$ cat config.mk
export PLATFORM = sky130hd
export DESIGN_NAME = dbgu_burst
export DESIGN_NICKNAME = d
export VERILOG_FILES = /design/src/rtl/dbgu_pkg.sv /design/src/rtl/dbgu_shift.sv /design/src/rtl/dbgu_burst.sv
export SDC_FILE = /design/constraint.sdc
export NUM_CORES = 1
export LEC_CHECK = 0
export ABC_AREA = 1
export CAP_MARGIN = 20
export CORE_MARGIN = 2
export CORE_UTILIZATION = 45
export DETAILED_ROUTE_END_ITERATION = 8
export PLACE_DENSITY_LB_ADDON = 0.15
export SYNTH_ARGS = -nofsm -noshare
export SYNTH_HDL_FRONTEND = slang
export SYNTH_SLANG_ARGS = --single-unit
$ cat constraint.sdc
create_clock -name CLK -period 12.65 [get_ports CLK]
set_input_delay 3.1625 -clock CLK [delete_from_list [all_inputs] [get_ports CLK]]
set_output_delay 3.1625 -clock CLK [all_outputs]
set_load 0.005 [all_outputs]
$ cat src/rtl/dbgu_pkg.sv
// dbgu_pkg: shared opcodes, acknowledge bytes, FSM states and sizing helpers
// for the UART debug bus master.
package dbgu_pkg;

  localparam logic [7:0] OP_SET_ADDR = 8'h01;
  localparam logic [7:0] OP_WRITE    = 8'h04;
  localparam logic [7:0] OP_READ     = 8'h05;
  localparam logic [7:0] OP_BURST_WR = 8'h06;
  localparam logic [7:0] OP_BURST_RD = 8'h07;
  localparam logic [7:0] OP_CPU_CLK  = 8'h22;

  localparam logic [7:0] ACK_OK  = 8'hA5;
  localparam logic [7:0] ACK_BAD = 8'hEE;

  typedef enum logic [2:0] {
    S_IDLE,
    S_ARGS,
    S_MEM_WR,
    S_MEM_RD,
    S_TX,
    S_ACK
  } state_t;

  function automatic int dbgu_max(input int a, input int b);
    return (a > b) ? a : b;
  endfunction

  // Index width that never collapses to zero bits for one-byte registers.
  function automatic int dbgu_clog2_min1(input int n);
    return (n > 1) ? $clog2(n) : 1;
  endfunction

  function automatic logic dbgu_known_op(input logic [7:0] op);
    return (op == OP_SET_ADDR) || (op == OP_WRITE) || (op == OP_READ) ||
           (op == OP_BURST_WR) || (op == OP_BURST_RD) || (op == OP_CPU_CLK);
  endfunction

endpackage

$ cat src/rtl/dbgu_shift.sv
// dbgu_shift: byte-serial little-endian register. Bytes can be written at an
// index (assembling a word from the command stream) or a word can be loaded
// and shifted out least-significant byte first.
module dbgu_shift
  import dbgu_pkg::*;
#(
  parameter int NBYTES = 4,
  parameter int IW     = 2
) (
  input  logic                  clk,
  input  logic                  rst,
  input  logic                  i_load,
  input  logic [8*NBYTES-1:0]   i_loadVal,
  input  logic                  i_wr,
  input  logic [IW-1:0]         i_idx,
  input  logic [7:0]            i_byte,
  input  logic                  i_shift,
  output logic [8*NBYTES-1:0]   o_q
);

  logic [8*NBYTES-1:0] r_q;

  // Parallel load wins over byte write, which wins over the output shift.
  always_ff @(posedge clk or posedge rst) begin
    if (rst) begin
      r_q <= '0;
    end else if (i_load) begin
      r_q <= i_loadVal;
    end else if (i_wr) begin
      r_q[{i_idx, 3'b000} +: 8] <= i_byte;
    end else if (i_shift) begin
      r_q <= r_q >> 8;
    end
  end

  assign o_q = r_q;

endmodule

$ cat src/rtl/dbgu_burst.sv
// dbgu_burst: UART byte-stream debug master driving a simple valid/ready
// memory bus, with single and burst accesses plus a CPU clock enable.
// Optional feature macro: DBGU_ACK_EN (emit 0xA5 per completed command and
// 0xEE per unknown opcode on the response stream).
module dbgu_burst
  import dbgu_pkg::*;
#(
  parameter int ADDR_W     = 32,
  parameter int DATA_BYTES = 4,
  parameter int MAX_BURST  = 256
) (
  input  logic                    CLK,
  input  logic                    RESET,
  input  logic [7:0]              rx_data,
  input  logic                    rx_valid,
  output logic                    rx_ready,
  output logic [7:0]              tx_data,
  output logic                    tx_valid,
  input  logic                    tx_ready,
  output logic                    mem_valid,
  input  logic                    mem_ready,
  output logic [ADDR_W-1:0]       mem_addr,
  output logic [8*DATA_BYTES-1:0] mem_wdata,
  output logic [DATA_BYTES-1:0]   mem_wstrb,
  input  logic [8*DATA_BYTES-1:0] mem_rdata,
  output logic                    cpu_clk_en
);

  localparam int DW  = 8 * DATA_BYTES;
  localparam int AB  = ADDR_W / 8;
  localparam int NB  = dbgu_max(DATA_BYTES, AB);
  localparam int SHW = 8 * NB;
  localparam int IW  = dbgu_clog2_min1(NB);
  localparam int TW  = dbgu_clog2_min1(DATA_BYTES);

  localparam logic [ADDR_W-1:0] LOW_MASK  = ADDR_W'(DATA_BYTES - 1);
  localparam logic [ADDR_W-1:0] ADDR_STEP = ADDR_W'(DATA_BYTES);
  localparam logic [IW:0]       LEN_ADDR  = (IW+1)'(AB);
  localparam logic [IW:0]       LEN_DATA  = (IW+1)'(DATA_BYTES);
  localparam logic [IW:0]       LEN_ONE   = (IW+1)'(1);
  localparam logic [TW-1:0]     TX_LAST   = TW'(DATA_BYTES - 1);
  localparam logic [8:0]        BURST_MAX = 9'(MAX_BURST);

`ifdef DBGU_ACK_EN
  localparam state_t FINISH_STATE = S_ACK;
`else
  localparam state_t FINISH_STATE = S_IDLE;
`endif

  state_t            r_state;
  state_t            w_stateNext;
  logic [7:0]        r_op;
  logic [IW-1:0]     r_argCnt;
  logic [IW:0]       r_argLen;
  logic              r_cntPhase;
  logic [8:0]        r_burstLeft;
  logic [ADDR_W-1:0] r_addr;
  logic [TW-1:0]     r_txCnt;
  logic              r_cpuClkEn;
`ifdef DBGU_ACK_EN
  logic [7:0]        r_ackByte;
`endif

  logic              w_rxFire;
  logic              w_lastArg;
  logic              w_lastTx;
  logic              w_moreWords;
  logic              w_rxWr;
  logic              w_txLoad;
  logic              w_txShift;
  logic [SHW-1:0]    w_rxQ;
  logic [SHW-1:0]    w_txQ;
  logic [SHW-1:0]    w_argWord;
  logic [8:0]        w_countClamp;
  logic              w_unusedBits;

  assign w_rxFire    = rx_valid & rx_ready;
  assign w_lastArg   = ({1'b0, r_argCnt} == (r_argLen - LEN_ONE));
  assign w_lastTx    = (r_txCnt == TX_LAST);
  assign w_moreWords = (r_burstLeft > 9'd1);
  assign w_rxWr      = w_rxFire && (r_state == S_ARGS);
  assign w_txLoad    = (r_state == S_MEM_RD) && mem_ready;
  assign w_txShift   = (r_state == S_TX) && tx_ready;

  dbgu_shift #(.NBYTES(NB), .IW(IW)) u_rxShift (
    .clk       (CLK),
    .rst       (RESET),
    .i_load    (1'b0),
    .i_loadVal ('0),
    .i_wr      (w_rxWr),
    .i_idx     (r_argCnt),
    .i_byte    (rx_data),
    .i_shift   (1'b0),
    .o_q       (w_rxQ)
  );

  dbgu_shift #(.NBYTES(NB), .IW(IW)) u_txShift (
    .clk       (CLK),
    .rst       (RESET),
    .i_load    (w_txLoad),
    .i_loadVal (SHW'(mem_rdata)),
    .i_wr      (1'b0),
    .i_idx     ('0),
    .i_byte    (8'h00),
    .i_shift   (w_txShift),
    .o_q       (w_txQ)
  );

  // Argument word as it will look once the byte now on rx_data lands, so
  // the final byte can be acted on in the same cycle it is accepted.
  always_comb begin
    w_argWord = w_rxQ;
    w_argWord[{r_argCnt, 3'b000} +: 8] = rx_data;
  end

  // Burst count byte: zero means the maximum, anything larger is clamped.
  always_comb begin
    w_countClamp = {1'b0, rx_data};
    if (rx_data == 8'h00) begin
      w_countClamp = BURST_MAX;
    end else if ({1'b0, rx_data} > BURST_MAX) begin
      w_countClamp = BURST_MAX;
    end
  end

  // State register.
  always_ff @(posedge CLK or posedge RESET) begin
    if (RESET) begin
      r_state <= S_IDLE;
    end else begin
      r_state <= w_stateNext;
    end
  end

  // Next-state decode and handshake outputs.
  always_comb begin
    w_stateNext = r_state;
    rx_ready    = 1'b0;
    tx_valid    = 1'b0;
    mem_valid   = 1'b0;
    mem_wstrb   = '0;
    case (r_state)
      S_IDLE: begin
        rx_ready = ~RESET;
        if (w_rxFire) begin
          case (rx_data)
            OP_SET_ADDR, OP_WRITE, OP_BURST_WR,
            OP_BURST_RD, OP_CPU_CLK: w_stateNext = S_ARGS;
            OP_READ:                 w_stateNext = S_MEM_RD;
            default:                 w_stateNext = FINISH_STATE;
          endcase
        end
      end
      S_ARGS: begin
        rx_ready = ~RESET;
        if (w_rxFire && w_lastArg) begin
          case (r_op)
            OP_SET_ADDR, OP_CPU_CLK: w_stateNext = FINISH_STATE;
            OP_WRITE:                w_stateNext = S_MEM_WR;
            OP_BURST_WR:             w_stateNext = r_cntPhase ? S_ARGS : S_MEM_WR;
            OP_BURST_RD:             w_stateNext = S_MEM_RD;
            default:                 w_stateNext = S_IDLE;
          endcase
        end
      end
      S_MEM_WR: begin
        mem_valid = 1'b1;
        mem_wstrb = '1;
        if (mem_ready) begin
          w_stateNext = w_moreWords ? S_ARGS : FINISH_STATE;
        end
      end
      S_MEM_RD: begin
        mem_valid = 1'b1;
        if (mem_ready) begin
          w_stateNext = S_TX;
        end
      end
      S_TX: begin
        tx_valid = 1'b1;
        if (tx_ready && w_lastTx) begin
          w_stateNext = w_moreWords ? S_MEM_RD : FINISH_STATE;
        end
      end
      S_ACK: begin
        tx_valid = 1'b1;
        if (tx_ready) begin
          w_stateNext = S_IDLE;
        end
      end
      default: w_stateNext = S_IDLE;
    endcase
  end

  // Command bookkeeping: opcode, argument counters, burst length, address
  // pointer and the CPU clock enable.
  always_ff @(posedge CLK or posedge RESET) begin
    if (RESET) begin
      r_op        <= 8'h00;
      r_argCnt    <= '0;
      r_argLen    <= '0;
      r_cntPhase  <= 1'b0;
      r_burstLeft <= 9'd0;
      r_addr      <= '0;
      r_txCnt     <= '0;
      r_cpuClkEn  <= 1'b1;
`ifdef DBGU_ACK_EN
      r_ackByte   <= 8'h00;
`endif
    end else begin
      case (r_state)
        S_IDLE: begin
          if (w_rxFire) begin
            r_op        <= rx_data;
            r_argCnt    <= '0;
            r_cntPhase  <= 1'b0;
            r_burstLeft <= 9'd1;
            r_txCnt     <= '0;
`ifdef DBGU_ACK_EN
            r_ackByte   <= dbgu_known_op(rx_data) ? ACK_OK : ACK_BAD;
`endif
            case (rx_data)
              OP_SET_ADDR: r_argLen <= LEN_ADDR;
              OP_WRITE:    r_argLen <= LEN_DATA;
              OP_BURST_WR, OP_BURST_RD: begin
                r_argLen   <= LEN_ONE;
                r_cntPhase <= 1'b1;
              end
              OP_CPU_CLK:  r_argLen <= LEN_ONE;
              default:     r_argLen <= r_argLen;
            endcase
          end
        end
        S_ARGS: begin
          if (w_rxFire) begin
            if (w_lastArg) begin
              r_argCnt <= '0;
              case (r_op)
                OP_SET_ADDR: r_addr     <= w_argWord[ADDR_W-1:0];
                OP_CPU_CLK:  r_cpuClkEn <= rx_data[0];
                OP_BURST_WR, OP_BURST_RD: begin
                  if (r_cntPhase) begin
                    r_burstLeft <= w_countClamp;
                    r_cntPhase  <= 1'b0;
                    r_argLen    <= LEN_DATA;
                  end
                end
                default: r_argCnt <= '0;
              endcase
            end else begin
              r_argCnt <= r_argCnt + IW'(1);
            end
          end
        end
        S_MEM_WR: begin
          if (mem_ready) begin
            r_addr      <= r_addr + ADDR_STEP;
            r_burstLeft <= r_burstLeft - 9'd1;
          end
        end
        S_MEM_RD: begin
          if (mem_ready) begin
            r_addr  <= r_addr + ADDR_STEP;
            r_txCnt <= '0;
          end
        end
        S_TX: begin
          if (tx_ready) begin
            if (w_lastTx) begin
              r_txCnt     <= '0;
              r_burstLeft <= r_burstLeft - 9'd1;
            end else begin
              r_txCnt <= r_txCnt + TW'(1);
            end
          end
        end
        default: r_txCnt <= r_txCnt;
      endcase
    end
  end

`ifdef DBGU_ACK_EN
  assign tx_data = (r_state == S_ACK) ? r_ackByte : w_txQ[7:0];
`else
  assign tx_data = w_txQ[7:0];
`endif

  assign mem_addr     = r_addr & ~LOW_MASK;
  assign mem_wdata    = w_rxQ[DW-1:0];
  assign cpu_clk_en   = r_cpuClkEn;
  assign w_unusedBits = ^{w_txQ, w_argWord};

endmodule

======== After elaboration in Yosys (flattened, before gate mapping) ========
Cells that the tools add are included.
word-level totals
  register bits after elaboration ......... 125
  bits in latches ......................... 0
  memory bits (writable) .................. 0
  memory bits (read-only) ................. 0
  bits of input ports ..................... 45
  memories ................................ 0
operators by class
  add/subtract/negate cells ............... 6
  $mul .................................... 0
  divide/modulo/power cells ............... 0
  $lt $le $gt $ge ......................... 2
  equality and inequality tests ........... 33
  shift operators ......................... 2
  muxes and demuxes ....................... 56
  bitwise operators ....................... 2
  reductions and logical operators ........ 29
operator list
  cell                      number
  $mux W32                  6
  $mux W9                   10
  $pmux W32 S2              1
  $eq A8 B3 Y1 const B      7
  $pmux W9 S4               1
  $mux W3                   11
  $add A32 B3 Y32 const B   1
  $bwmux W32                1
  $shift A8 B7 Y32 const A  1
  $shiftx A8 B7 Y32         1
  $ne A2 B2 Y1 const B      9
  $pmux W3 S6               1
  $eq A8 B1 Y1 const B      2
  $eq A8 B6 Y1 const B      2
  $mux W2                   8
  $pmux W2 S3               2
  $pmux W3 S2               2
  $reduce_or A2 Y1          6
  $ne A2 B1 Y1 const B      5
  $reduce_and A5 Y1         2
  $gt A8 B9 Y1 const B      1
  $gt A9 B1 Y1 const B      1
  $mux W1                   9
  $reduce_and A9 Y1         1
  other kinds (28)          39

======== Longest topological paths before layout ========
  depth after elaboration ................. 8
  mapped depth ............................ 11
  mapped depth without buffers ............ 11

======== Modules after synthesis ========
A second synthesis with hierarchy kept.
second synthesis, totals
  cell total of the unflattened synthesis .. 1,452
  area, all modules ....................... 9,167.5 um2
modules (own cells, without submodules)
  module                  instances  cells an instance  area an instance (um2)
  dbgu_burst              1          778                4,757.1
  dbgu_shift (u_txShift)  1          337                2,268.4
  dbgu_shift (u_rxShift)  1          337                2,142.1

======== Worst setup path after synthesis ========
No wires, ideal clock.
  kind .................................... input -> register
  start point ............................. input RESET
  end point ............................... register u_rxShift.r_q[18] (netlist: u_rxShift.o_q[18])
  setup time .............................. 130 ps
  arrival ................................. 7,151 ps
  required time ........................... 12,520 ps
  setup slack ............................. 5,370 ps
  stages on the path ...................... 8
  path through ............................ inv_1 -> nand3_2 -> nor2_4 -> inv_2 -> buf_6 -> buf_2 -> nand2_1 -> o21ai_1
between the ends
  cells in the longest elaborated chain, start to end .. 4
RTL lines
  what                            RTL line                              source
  start: declaration              dbgu_burst.sv:13                      input logic RESET,
  $not A1 Y1                      dbgu_burst.sv:144, dbgu_burst.sv:155
  $mux W1                         --
  $and A1 B1 Y1                   dbgu_burst.sv:77                      assign w_rxFire = rx_valid & rx_ready;
  $logic_and A1 B1 Y1             dbgu_burst.sv:81                      assign w_rxWr = w_rxFire && (r_state == S_ARGS);
  end signal: assignment          dbgu_shift.sv:28                      r_q <= i_loadVal;
  end signal: indexed assignment  dbgu_shift.sv:30                      r_q[{i_idx, 3'b000} +: 8] <= i_byte;
  end signal: assignment          dbgu_shift.sv:32                      r_q <= r_q >> 8;
  end: declaration                dbgu_shift.sv:21                      logic [8*NBYTES-1:0] r_q;
No other way between the ends.
A chain may end at the register's enable or synchronous reset.

======== Final worst setup path ========
  start point ............................. input RESET
  end point ............................... output rx_ready
between the ends
  cells in the longest elaborated chain, start to end .. 2
RTL lines
  what              RTL line                              source
  $not A1 Y1        dbgu_burst.sv:144, dbgu_burst.sv:155
  $mux W1           --
  end: declaration  dbgu_burst.sv:16                      output logic rx_ready,
No other way between the ends.

==> run metrics <==
# IOs=125; Critical Path Source Type=primary input; total global-route track usage=0.245; status=complete, no violations; Buf+Inv Stages, Crit Path=2; CTS sink cnt=between 100 and 150; Synth Warn #=0; vias per cell=5.25; R2R cell count=8; Leak Pwr=about 4.2 nW; clk root buf=clkbuf_16; Max Root-Sink Buffers=2; sequential cell area=3050 sq um; Resize count post-CTS=0; grt ovf=0; P per Cell Area=176 nW/um^2; drt drc=0; Worst-Skew Late Latency=approximately 0.43 ns; Vias=7276; routability cong.=0.887; reg2reg end=r_addr[23]$_DFFE_PP0P_; CP max stage cell=clkdlybuf4s50_1; CP endpoint=rx_ready; wire length per cell=15.2 microns; 1st-iter DRT viols=537; largest net degree at the start of global routing=45; Yosys top cell by area=dfrtp_1; Layout area overhead=25.9%; Hold-fix buffers, CTS=0; maximum vdd drop=approximately 0.11 mV; fmax=0.135 GHz; IO buf count=approximately 120; WP data arrival=4.24 ns; Tightest Hold Check Type=reg2reg; layout cells sized above 1=0.0624; sequential element share of the synthesized area=0.414; clk_skew=0.00723 ns; Rows=46; setup TNS=0 ns; Hold Slack=around 0.47 ns; worst-path cell chain=clkdlybuf4s50_1, nor2_1, clkdlybuf4s50_1; Netlist cell types=40; DIE AREA=17400 sq um; Worst-Margin Slew=0.904 ns; Critical path origin=RESET; Synth area leaders=dfrtp_1 41%, nand2_1 16%, o21ai_0 7.2%, nor2_1 6.6%, inv_1 5.9%; share of Yosys cell area claimed by the top area cell type=0.411; initial core utilization=0.463; buffer count from post-CTS setup fixing=0; DRT Wirelength=21.0 mm; initial antenna violation count=0; Max H-tree Level=4; Final period util=0.585; Detail Route Antenna Nets=0; max cap viols=0; EDFF count, synth=0; count of pins over their slew limit=0; RSZ-0062 raised after global routing=false; Core Area=15900 sq um; Worst path depth=3; CTS clk-pin slew, worst paths=0.05 ns; Layout fillers=1545; Seq cells post-synth=122; Final setup viols=0; wire length of the first global-routing pass=34.2 mm; crit-path leading delay family=buffers and inverters; Final HPWL DP=15.4 mm; crit-path max FO=2; Crit Path Class=in2out; diodes inserted=0; reg2reg setup slack=10.10 ns; Die W=132 microns; final hold viol count=0; Nets=1210; crit path capture type=primary output; Post-synth top flop=dfrtp_1; Slew Limit Headroom=0.395; height of the chip=132 microns; CTS Buf Count=17; area of the multi-input gates=roughly 3600 sq um; worst stage delay on the critical path=between 0.5 and 0.6 ns; Top cell by count, worst path=clkdlybuf4s50_1; CTS tree=done; Mapped Cells=1056; syn_area_per_cell=6.98 sq um; vias in the first global route=6733; Critical R2R Launch=r_argCnt[0]$_DFFE_PP0P_; post-route minimum period=7.40 ns; post-synthesis cell area=7380 sq um; 1st-pass router iterations=5; CP required=9.49 ns; asr flop ratio synth=1.00
[sequential cells by signal (all words and copies together), names as in the netlist, named ones only]
name and cells:
r_txCnt 2, r_op 8, u_txShift.o_q 32, r_argCnt 2
r_addr 30, r_state 3, u_rxShift.o_q 30, r_cntPhase 1
r_burstLeft 9, r_argLen 2, cpu_clk_en 1
[cells in the mapped netlist, types with 2 or more instances]
cell,instances
nand2_1,311
nor2_1,129
dfrtp_1,121
inv_1,115
o21ai_0,106
nand3_1,69
o21ai_1,32
a21oi_1,18
clkbuf_1,18
o22ai_1,18
buf_4,15
nand4_1,11
a31oi_1,9
ha_1,9
inv_2,7
nand2_2,7
buf_6,6
nand3b_1,5
nor2_4,5
nor3_1,5
buf_2,4
nand2_4,4
or2_2,4
nor2_2,3
o211ai_1,3
o311ai_0,3
xnor2_1,3
mux2i_1,2
nand3_2,2
nor2_8,2
[worst min path at each step]
stage / from / end / slack, ns / cells past startpoint
floorplan: cpu_clk_en$_DFFE_PP1P_ / cpu_clk_en$_DFFE_PP1P_ / 0.45 / 2
global placement: cpu_clk_en$_DFFE_PP1P_ / cpu_clk_en$_DFFE_PP1P_ / 0.45 / 2
detailed placement: cpu_clk_en$_DFFE_PP1P_ / cpu_clk_en$_DFFE_PP1P_ / 0.46 / 2
CTS: cpu_clk_en$_DFFE_PP1P_ / cpu_clk_en$_DFFE_PP1P_ / 0.48 / 2
global route: cpu_clk_en$_DFFE_PP1P_ / cpu_clk_en$_DFFE_PP1P_ / 0.50 / 2
finish: cpu_clk_en$_DFFE_PP1P_ / cpu_clk_en$_DFFE_PP1P_ / 0.47 / 2
[per-stage QoR]
step / power [W] / utilization / area, sq um / setup slack [ns] / instances
detailed placement: 0.00108 / 0.540 / 8620 / 5.24 / 1353
global placement: 0.00107 / 0.540 / 8620 / 5.24 / 1353
global route: 0.00172 / 0.583 / 9290 / 5.17 / 1385
floorplan: 0.000836 / - / 7380 / 5.37 / 1057
CTS: 0.00164 / 0.583 / 9290 / 5.24 / 1385
finish: 0.00163 / 0.583 / 9290 / 5.25 / 1385
[worst reg2reg max path: stages, from the launching register on]
cell and delay (ns):
dfrtp_1 0.69, inv_1 0.28, ha_1 0.47, inv_1 0.10
nor2_1 0.37, a31oi_1 0.23, nand2_1 0.18, nand3_1 0.09
nand2_1 0.08
[layout by cell type, fill, tap and decap left out, types with 2 or more instances in the layout]
cell type,instances
a21oi_1,18
a31oi_1,9
buf_4,2
bufinv_16,5
clkbuf_16,17
clkbuf_8,4
clkdlybuf4s50_1,122
clkinv_2,2
clkinvlp_4,4
conb_1,2
dfrtp_1,121
ha_1,9
inv_1,114
inv_2,7
inv_4,2
mux2i_1,2
nand2_1,311
nand2_2,7
nand2_4,4
nand3_1,69
nand3_2,2
nand3b_1,5
nand4_1,11
nor2_1,129
nor2_2,3
nor2_4,5
nor2_8,2
nor3_1,5
o211ai_1,3
o21ai_0,106
o21ai_1,32
o22ai_1,18
o311ai_0,3
or2_2,4
xnor2_1,3
[cell families (layout without fill, tap and decap cells)]
kind of cell    after synthesis  in the layout  share of synthesized area
flops                       122            122                      0.414
buf+inv                     167            279                     0.0997
fa+ha+maj                     9              9                     0.0153
other cells                   1              2                   0.000508
compound gates              193            193                      0.140
mux                           2              2                    0.00271
xor+xnor                      3              3                    0.00356
simple gates                559            559                      0.324
[metal layers]
layer  share of wire  vias up  global-route usage
met5               0        -                   0
met1            0.45     3390               0.328
met4           0.026        0              0.0888
met3           0.055       38              0.0507
li1                -     3597                   -
met2            0.47      251               0.393
[cell type report]
type / instances / area share
sequential: 122 / 0.329
clock inverter: 11 / 0.0205
tap: 216 / 0.0291
inverter: 123 / 0.0502
timing repair buffer: 124 / 0.133
multi-input combinational: 768 / 0.387
clock buffer: 21 / 0.0517
[where the power goes]
part           internal (W)  switching [W]
Combinational      0.000241       0.000213
Sequential         0.000513       0.000113
Clock              0.000370       0.000185
Total               0.00112       0.000510
Note: power is estimated with default switching activity, not from simulation.
